==> src/rtl/if_fetch_queue_if.sv <==
// if_fetch_queue_if: bundles the PC, instruction-memory and decode-side signals of the fetch stage
// Ports (names follow the block's external pin names):
//   pc_in, pc_hold_out, flush_in          - PC register / redirect side
//   imem_req_out, imem_addr_out,
//   imem_gnt_in, imem_rvalid_in,
//   imem_rdata_in                         - instruction-memory request/response
//   id_valid_out, id_ready_in,
//   id_instr_out, id_pc_out, id_fault_out - decode-side FIFO head
// slave is the fetch queue itself; master is the surrounding pipeline/memory.
interface if_fetch_queue_if;
  logic [31:0] pc_in;
  logic        pc_hold_out;
  logic        flush_in;
  logic        imem_req_out;
  logic [31:0] imem_addr_out;
  logic        imem_gnt_in;
  logic        imem_rvalid_in;
  logic [31:0] imem_rdata_in;
  logic        id_valid_out;
  logic        id_ready_in;
  logic [31:0] id_instr_out;
  logic [31:0] id_pc_out;
  logic        id_fault_out;
  modport slave (
    input  pc_in, flush_in, imem_gnt_in, imem_rvalid_in, imem_rdata_in, id_ready_in,
    output pc_hold_out, imem_req_out, imem_addr_out, id_valid_out, id_instr_out, id_pc_out, id_fault_out
  );
  modport master (
    output pc_in, flush_in, imem_gnt_in, imem_rvalid_in, imem_rdata_in, id_ready_in,
    input  pc_hold_out, imem_req_out, imem_addr_out, id_valid_out, id_instr_out, id_pc_out, id_fault_out
  );
endinterface

==> src/rtl/if_fetch_queue.sv <==
// if_fetch_queue: fetches one instruction at a time from pc_in and queues {pc, instr, fault} for decode
// Ports:
//   mp_clk_in - clock, rising edge
//   mp_rst_in - synchronous active-low reset
//   bus       - if_fetch_queue_if.slave carrying PC, imem and decode signals
module if_fetch_queue #(
  parameter int          DEPTH     = 2,
  parameter logic [31:0] NOP_INSTR = 32'h00000013
) (
  input logic             mp_clk_in,
  input logic             mp_rst_in,
  if_fetch_queue_if.slave bus
);
  localparam int AW = $clog2(DEPTH);
  localparam logic [AW:0] CNT_DEPTH = (AW+1)'(DEPTH);
  typedef enum logic [2:0] {IDLE, REQ, WAIT, DROP, FAULT} state_e;
  typedef struct packed {
    logic [31:0] pc;
    logic [31:0] instr;
    logic        fault;
  } entry_t;
  state_e      state_q;
  entry_t      mem_q [DEPTH];
  logic [AW-1:0] rd_ptr_q, wr_ptr_q;
  logic [AW:0] count_q, count_d;
  logic [31:0] req_pc_q;
  logic        aligned, push, pop, empty;
  entry_t      push_e, head;
  always_comb begin
    aligned = bus.pc_in[1:0] == 2'b00;
    empty   = count_q == '0;
    push    = !bus.flush_in && ((state_q == REQ && !aligned) || (state_q == WAIT && bus.imem_rvalid_in));
    pop     = !empty && bus.id_ready_in;
    count_d = count_q + (AW+1)'(push) - (AW+1)'(pop);
    // A push from REQ is always a misaligned-PC fault entry; from WAIT it is the returned word.
    push_e  = state_q == WAIT ? '{req_pc_q, bus.imem_rdata_in, 1'b0} : '{bus.pc_in, NOP_INSTR, 1'b1};
    head    = mem_q[rd_ptr_q];
  end
  assign bus.imem_req_out  = state_q == REQ && aligned;
  assign bus.imem_addr_out = bus.imem_req_out ? bus.pc_in : '0;
  assign bus.pc_hold_out   = !(bus.imem_req_out && bus.imem_gnt_in);
  assign bus.id_valid_out  = !empty;
  assign bus.id_instr_out  = empty ? NOP_INSTR : head.instr;
  assign bus.id_pc_out     = empty ? '0 : head.pc;
  assign bus.id_fault_out  = !empty && head.fault;
  always_ff @(posedge mp_clk_in) begin
    if (!mp_rst_in) begin
      state_q  <= IDLE;
      count_q  <= '0;
      rd_ptr_q <= '0;
      wr_ptr_q <= '0;
      req_pc_q <= '0;
    end else if (bus.flush_in) begin
      count_q  <= '0;
      rd_ptr_q <= '0;
      wr_ptr_q <= '0;
      // A response still owed by memory must be swallowed before fetching again.
      state_q  <= ((state_q == WAIT && !bus.imem_rvalid_in) || (bus.imem_req_out && bus.imem_gnt_in)
                   || state_q == DROP) ? DROP : IDLE;
    end else begin
      count_q <= count_d;
      if (push) begin
        mem_q[wr_ptr_q] <= push_e;
        wr_ptr_q        <= wr_ptr_q + AW'(1);
      end
      if (pop) rd_ptr_q <= rd_ptr_q + AW'(1);
      case (state_q)
        IDLE:    if (count_q < CNT_DEPTH) state_q <= REQ;
        REQ:     if (!aligned) state_q <= FAULT;
                 else if (bus.imem_gnt_in) begin
                   req_pc_q <= bus.pc_in;
                   state_q  <= WAIT;
                 end
        WAIT:    if (bus.imem_rvalid_in) state_q <= count_d < CNT_DEPTH ? REQ : IDLE;
        DROP:    if (bus.imem_rvalid_in) state_q <= IDLE;
        default: ;
      endcase
    end
  end
endmodule
==> src/flat_wrapper.sv <==
// flat-port wrapper written by rule: the top's interface ports become plain ports
module if_fetch_queue_flat 
#(
  parameter int          DEPTH     = 2,
  parameter logic [31:0] NOP_INSTR = 32'h00000013
)
  (mp_clk_in, mp_rst_in, bus_pc_in, bus_flush_in, bus_imem_gnt_in, bus_imem_rvalid_in, bus_imem_rdata_in, bus_id_ready_in, bus_pc_hold_out, bus_imem_req_out, bus_imem_addr_out, bus_id_valid_out, bus_id_instr_out, bus_id_pc_out, bus_id_fault_out);
  if_fetch_queue_if bus_i ();
  input logic mp_clk_in;
  input logic mp_rst_in;
  input wire logic [$bits(bus_i.pc_in)-1:0] bus_pc_in;
  input wire logic [$bits(bus_i.flush_in)-1:0] bus_flush_in;
  input wire logic [$bits(bus_i.imem_gnt_in)-1:0] bus_imem_gnt_in;
  input wire logic [$bits(bus_i.imem_rvalid_in)-1:0] bus_imem_rvalid_in;
  input wire logic [$bits(bus_i.imem_rdata_in)-1:0] bus_imem_rdata_in;
  input wire logic [$bits(bus_i.id_ready_in)-1:0] bus_id_ready_in;
  output wire logic [$bits(bus_i.pc_hold_out)-1:0] bus_pc_hold_out;
  output wire logic [$bits(bus_i.imem_req_out)-1:0] bus_imem_req_out;
  output wire logic [$bits(bus_i.imem_addr_out)-1:0] bus_imem_addr_out;
  output wire logic [$bits(bus_i.id_valid_out)-1:0] bus_id_valid_out;
  output wire logic [$bits(bus_i.id_instr_out)-1:0] bus_id_instr_out;
  output wire logic [$bits(bus_i.id_pc_out)-1:0] bus_id_pc_out;
  output wire logic [$bits(bus_i.id_fault_out)-1:0] bus_id_fault_out;
  assign bus_i.pc_in = bus_pc_in;
  assign bus_i.flush_in = bus_flush_in;
  assign bus_i.imem_gnt_in = bus_imem_gnt_in;
  assign bus_i.imem_rvalid_in = bus_imem_rvalid_in;
  assign bus_i.imem_rdata_in = bus_imem_rdata_in;
  assign bus_i.id_ready_in = bus_id_ready_in;
  assign bus_pc_hold_out = bus_i.pc_hold_out;
  assign bus_imem_req_out = bus_i.imem_req_out;
  assign bus_imem_addr_out = bus_i.imem_addr_out;
  assign bus_id_valid_out = bus_i.id_valid_out;
  assign bus_id_instr_out = bus_i.id_instr_out;
  assign bus_id_pc_out = bus_i.id_pc_out;
  assign bus_id_fault_out = bus_i.id_fault_out;
  if_fetch_queue #(.DEPTH(DEPTH), .NOP_INSTR(NOP_INSTR)) u_core (.mp_clk_in(mp_clk_in), .mp_rst_in(mp_rst_in), .bus(bus_i));
endmodule
==> config.mk <==
export PLATFORM = sky130hd
export DESIGN_NAME = if_fetch_queue_flat
export DESIGN_NICKNAME = d
export VERILOG_FILES = /design/src/rtl/if_fetch_queue_if.sv /design/src/rtl/if_fetch_queue.sv /design/src/flat_wrapper.sv
export SDC_FILE = /design/constraint.sdc
export NUM_CORES = 1
export LEC_CHECK = 0
export BUFFER_PORTS_ARGS = -buffer_cell sky130_fd_sc_hd__buf_4
export CORE_ASPECT_RATIO = 0.5
export CORE_MARGIN = 4
export CORE_UTILIZATION = 40
export DETAILED_ROUTE_END_ITERATION = 12
export PLACE_DENSITY = 0.74
export SLEW_MARGIN = 20
export SYNTH_ARGS = -nofsm -noshare
export SYNTH_HDL_FRONTEND = slang
export SYNTH_SLANG_ARGS = --single-unit
==> constraint.sdc <==
create_clock -name mp_clk_in -period 8.9 [get_ports mp_clk_in]
set_input_delay 0.89 -clock mp_clk_in [delete_from_list [all_inputs] [get_ports mp_clk_in]]
set_output_delay 0.89 -clock mp_clk_in [all_outputs]
set_load 0.02 [all_outputs]
==> results of run 1 <==
layout make-up:
type	count	area, um2	share of cell area (%)
flip-flops and latches	170	4710	50.4
multi-input cells	366	2420	25.8
repair buffers	176	1320	14.1
clock buffers	19	475	5.09
well taps	234	293	3.13
clock inverters	13	116	1.24
inverters	5	18.8	0.201
final timing paths:
path	endpoint	slack, ns	cells after the start	startpoint
worst max register to register	u_core.req_pc_q[20]$_SDFFE_PN0P_	6.49	5	u_core.state_q[0]$_SDFFE_PN0P_
worst min-delay path	u_core.req_pc_q[31]$_SDFFE_PN0P_	0.45	2	u_core.req_pc_q[31]$_SDFFE_PN0P_
worst min register to register	u_core.req_pc_q[31]$_SDFFE_PN0P_	0.45	2	u_core.req_pc_q[31]$_SDFFE_PN0P_
worst max-delay path	bus_pc_hold_out	5.64	4	u_core.state_q[0]$_SDFFE_PN0P_
worst min-delay path, stage by stage, from the launching register on:
cell and delay (ns):
dfxtp_1 0.31, nand3_1 0.05, o21ai_1 0.05
power breakdown:
group | switching (W) | internal [W] | total [W]
Clock | 0.000321 | 0.000402 | 0.000723
Combinational | 0.0000624 | 0.0000503 | 0.000113
Sequential | 0.00000448 | 0.000856 | 0.000861
Total | 0.000387 | 0.00131 | 0.00170
metal layers:
metal / routed length, um / track usage, % / part of all wire [%] / up-vias
met5: 0 / 0 / 0 / -
met4: 214 / 4.68 / 1.3 / 0
met3: 610 / 3.05 / 3.8 / 15
met2: 8540 / 28.3 / 53 / 95
met1: 6840 / 19.0 / 42 / 2374
li1: - / - / - / 2394
sequential cells by signal (all words and copies together) (netlist names), named ones only:
name,cells
u_core.rd_ptr_q,1
u_core.mem_q,130
u_core.req_pc_q,32
u_core.state_q,3
u_core.count_q,2
u_core.wr_ptr_q,1
stage by stage:
| stage | setup slack [ns] | utilization, % |
|---|---|---|
| 2_1_floorplan | 0.127 | - |
| 3_3_place_gp | 5.61 | 49.5 |
| 3_5_place_dp | 5.48 | 49.5 |
| 4_1_cts | 5.56 | 52.9 |
| 5_1_grt | 5.50 | 53.0 |
| 6_report | 5.64 | 53.0 |
kinds of logic (layout without fill, tap and decap cells):
| kind of cell | Yosys count | count (layout) | share of synthesized area (%) |
|---|---|---|---|
| flops | 170 | 170 | 64.4 |
| compound gates | 43 | 43 | 3.27 |
| simple gates | 220 | 220 | 14.7 |
| xor+xnor | 2 | 2 | 0.240 |
| buf+inv | 50 | 213 | 3.14 |
| other cells | 1 | 2 | 0.0513 |
| fa+ha+maj | 2 | 2 | 0.343 |
| mux | 97 | 97 | 13.8 |
synth_stat cells, drive strengths merged:
cell type	count
nand2	39
or4	1
a32o	1
buf	23
and2	31
nor4b	1
mux2i	65
nor2	72
edfxtp	130
nand3	31
o211ai	1
or2	1
inv	5
nor3b	2
nor3	2
clkbuf	22
ha	2
conb	1
o22a	1
nand2b	5
and3	32
nor2b	1
a2111oi	1
xnor2	2
o31ai	1
a21boi	2
o21ai	31
nand4b	1
nor4	1
o22ai	1
mux2	32
a21oi	4
dfxtp	40
==> metrics.csv, run 1 <==
metric,value,unit
fin_skew,0.0118,ns
finalCriticalPeriod,3.26,ns
critical_path.top_delay_family,simple AND/OR/NAND/NOR gates,
ys_seq_area_share,64.4,%
synthCells,585,
dpl.hpwl,10.5,mm
synth_area_per_cell,12.5,um2
cts.sinks,170,
synth_top_area_share,53.5,%
areaGrowthSynthToFinish,28.0,%
drtIter0Drc,202,
cts_buffer_depth,2,
clock_latency,0.41,ns
rows,34,
start_util,41.4,%
critPathBufInv,1,
post_cts_buffers,0,
core,17700,um2
max_cap_violations,0,
critPathSlowestCell,nor3b_4,
slew_violations,0,
antenna_found_initial,0,
syn_area,7300,um2
grt_pass1_wl,25.8,mm
synth_top_area_cell,edfxtp_1,
die_w,199,um
num_vias,4878,
critPathLaunchType,flop,
mostFrequentLayoutCells,"buf_4 (176), edfxtp_1 (130), nor2_1 (70)",
overflow,0,
cts_root_buf,clkbuf_16,
first_global_vias,5040,
fillers,1520,
synth_seq_cells,170,
total_power,0.00170,W
p_per_area,181,nW/um2
cts_hold_buf,0,
leakagePower,3.61,nW
placed_cell_area,8750,um2
crit_required,8.01,ns
vias_per_cell,4.96,
clkTransAtPathRegs,0.07,ns
pin_count,170,
vdd_ir_drop_max,0.145,mV
hold_ws,0.455,ns
cts_resized,0,
synth.lib_cells_used.distinct,39,
max_stage_delay,0.97,ns
final_common_cell,buf_4,
routedWlPerCell,16.5,um
cts_inserted_buffers,17,
stdcell_area,9350,um2
tightestPinTransition,1.11,ns
finalSetupTns,0,ns
min_period_over_period,36.6,%
cp_max_fo,32,
status,"finished, final reports clean",
wirelength,16.2,mm
drive_gt1_share,33.1,%
critPathCaptureType,output port,
finalNonFillerCells,983,
placed_cells,951,
fp.dieArea,20600,um2
diodes,0,
gp_congestion,0.721,
arrival,2.37,ns
maxSlewHeadroom,25.9,%
first_pass_iters,4,
ctsHtreeMaxLevel,4,
critical_path_class,flop to output port,
ant_nets,0,
synth_warnings,0,
cp_cell_sequence,nor3b_4 > and2_1 > nand2_1 > buf_4,
min_path_type,flop to flop,
cts_tree,built,
hold_viol,0,
drc_errors,0,
portBuffers,167,
fmaxAchievable,307,MHz
grt_max_degree,66,
rsz0062_at_grt,no,
grt.total_usage,15.7,%
final_nets,808,
die_y,104,um
finalSetupViolCount,0,
synthTopCellsByArea,"edfxtp_1 (53%), dfxtp_1 (11%), mux2i_1 (8.9%)",
(Power assumes the default switching activity.)
==> inputs of run 2 (changes only) <==
Settings changed: PLACE_DENSITY 0.74 to 0.71.
Clock period 8.9 ns to 3.4 ns, I/O delays scaled along.
==> run 2 against run 1 <==
Effect of this change:
- flip-flop and latch count did not move
- design area rose by 0.19%
- worst hold slack got worse by 0.27 ns
- clock power rose by 150%
- critical endpoint is now bus_id_instr_out[4]
- largest cell class unchanged
==> metrics.csv, run 2 (same netlist as run 1, synthesis figures left out) <==
metric,value,unit,change
clock_latency,0.41,ns,about the same
grt_max_degree,66,,unchanged
placed_cell_area,8810,um2,+0.79%
ant_nets,0,,unchanged
cts_buffer_depth,2,,unchanged
status,"finished, final reports clean",,
finalSetupViolCount,0,,unchanged
drive_gt1_share,33.4,%,+0.31 points
arrival,2.15,ns,-0.22 ns
rows,34,,unchanged
maxSlewHeadroom,50.6,%,+25 points
cts.sinks,170,,unchanged
dpl.hpwl,10.3,mm,-2.3%
gp_congestion,0.718,,-0.39%
slew_violations,0,,unchanged
finalCriticalPeriod,2.49,ns,
tightestPinTransition,0.741,ns,-0.370 ns
num_vias,4877,,-0.021%
ctsHtreeMaxLevel,4,,unchanged
hold_viol,0,,unchanged
drtIter0Drc,194,,-4.0%
antenna_found_initial,0,,unchanged
critPathCaptureType,output port,,
critical_path_class,flop to output port,,
min_path_type,input port to flop,,
max_cap_violations,0,,unchanged
fp.dieArea,20600,um2,unchanged
overflow,0,,unchanged
cts_tree,built,,
diodes,0,,unchanged
fin_skew,0.0110,ns,-0.000822 ns
final_nets,813,,+0.62%
first_pass_iters,6,,+2
post_cts_buffers,0,,unchanged
stdcell_area,9370,um2,+0.19%
vias_per_cell,4.94,,-0.53%
first_global_vias,5052,,+0.24%
critPathLaunchType,flop,,
p_per_area,465,nW/um2,+160%
largest-register,u_core.mem_q,,
leakagePower,3.61,nW,+0.12%
rsz0062_at_grt,no,,
clkTransAtPathRegs,0.07,ns,about the same
portBuffers,167,,unchanged
die_w,199,um,unchanged
final_common_cell,buf_4,,
grt.total_usage,15.9,%,+0.17 points
start_util,41.4,%,unchanged
cts_inserted_buffers,17,,unchanged
reg_top3,"u_core.mem_q x130, u_core.req_pc_q x32, u_core.state_q x3",,
drc_errors,0,,unchanged
areaGrowthSynthToFinish,28.3,%,
routedWlPerCell,16.3,um,-1.2%
cts_hold_buf,0,,unchanged
vdd_ir_drop_max,0.350,mV,+140%
cp_max_fo,35,,+9.4%
cts_root_buf,clkbuf_16,,
min_period_over_period,73.1,%,
fmaxAchievable,402,MHz,
cts_resized,0,,unchanged
crit_required,3.06,ns,-4.95 ns
wirelength,16.1,mm,-0.68%
grt_pass1_wl,26.1,mm,+1.3%
pin_count,170,,unchanged
finalSetupTns,0,ns,unchanged
mostFrequentLayoutCells,"buf_4 (180), edfxtp_1 (130), nor2_1 (70)",,
total_power,0.00435,W,+160%
core,17700,um2,unchanged
die_y,104,um,unchanged
largest_register_ff_count,130,,unchanged
-- run 2: changes by cell type in the layout (fill, tap and decap cells not counted), sizes merged --
cell / change
buf: +5
inv: -5
clkinv: +3
clkinvlp: +2
bufinv: +1
clkbuf: -1
-- run 2: worst paths after layout --
path,slack (ns),endpoint,cells after the start,from
worst max-delay path,0.91,bus_id_instr_out[4],4,flop
worst min-delay path,0.19,u_core.req_pc_q[14]$_SDFFE_PN0P_,3,bus_pc_in[14]
worst max register to register,1.35,u_core.mem_q[1][19]$_DFFE_PP_,4,u_core.state_q[1]$_SDFFE_PN0P_
worst min register to register,0.45,u_core.req_pc_q[18]$_SDFFE_PN0P_,2,u_core.req_pc_q[18]$_SDFFE_PN0P_
-- run 2: area by class of cell --
class | count | area, um2
tap | 234 | 293
multi-input combinational | 366 | 2420
inverter | 5 | 18.8
clock buffer | 18 | 429
fill | 1537 | 8290
sequential | 170 | 4710
timing repair buffer | 181 | 1370
clock inverter | 14 | 123
-- run 2: layer usage --
metal / vias to the layer above / routed length [um] / track usage (%)
met5: - / 0 / 0
met4: 0 / 240 / 4.98
met3: 17 / 519 / 2.76
met2: 93 / 8300 / 27.9
met1: 2371 / 7040 / 19.9
li1: 2396 / - / -
-- run 2: where the power goes --
part / total, W / internal, W / switching (W)
clock network: 0.00180 / 0.00101 / 0.000788
logic: 0.000300 / 0.000135 / 0.000164
registers: 0.00225 / 0.00224 / 0.0000122
total: 0.00435 / 0.00339 / 0.000965
-- run 2: metrics by stage --
step	util (%)	std cells	setup WS, ns	hold slack (ns)
CTS	53.1	988	0.863	0.170
finish	53.1	988	0.914	0.185
global route	53.1	988	0.764	0.180
global placement	49.9	956	1.18	0.439
detailed placement	49.9	956	1.13	0.445
floorplan	-	586	0.00645	0.433
-- run 2: critical path, cell delays in order, from the launching register on --
cell	delay (ns)
dfxtp_4	0.78
buf_4	0.46
mux2i_1	0.25
nand2_1	0.08
buf_4	0.16
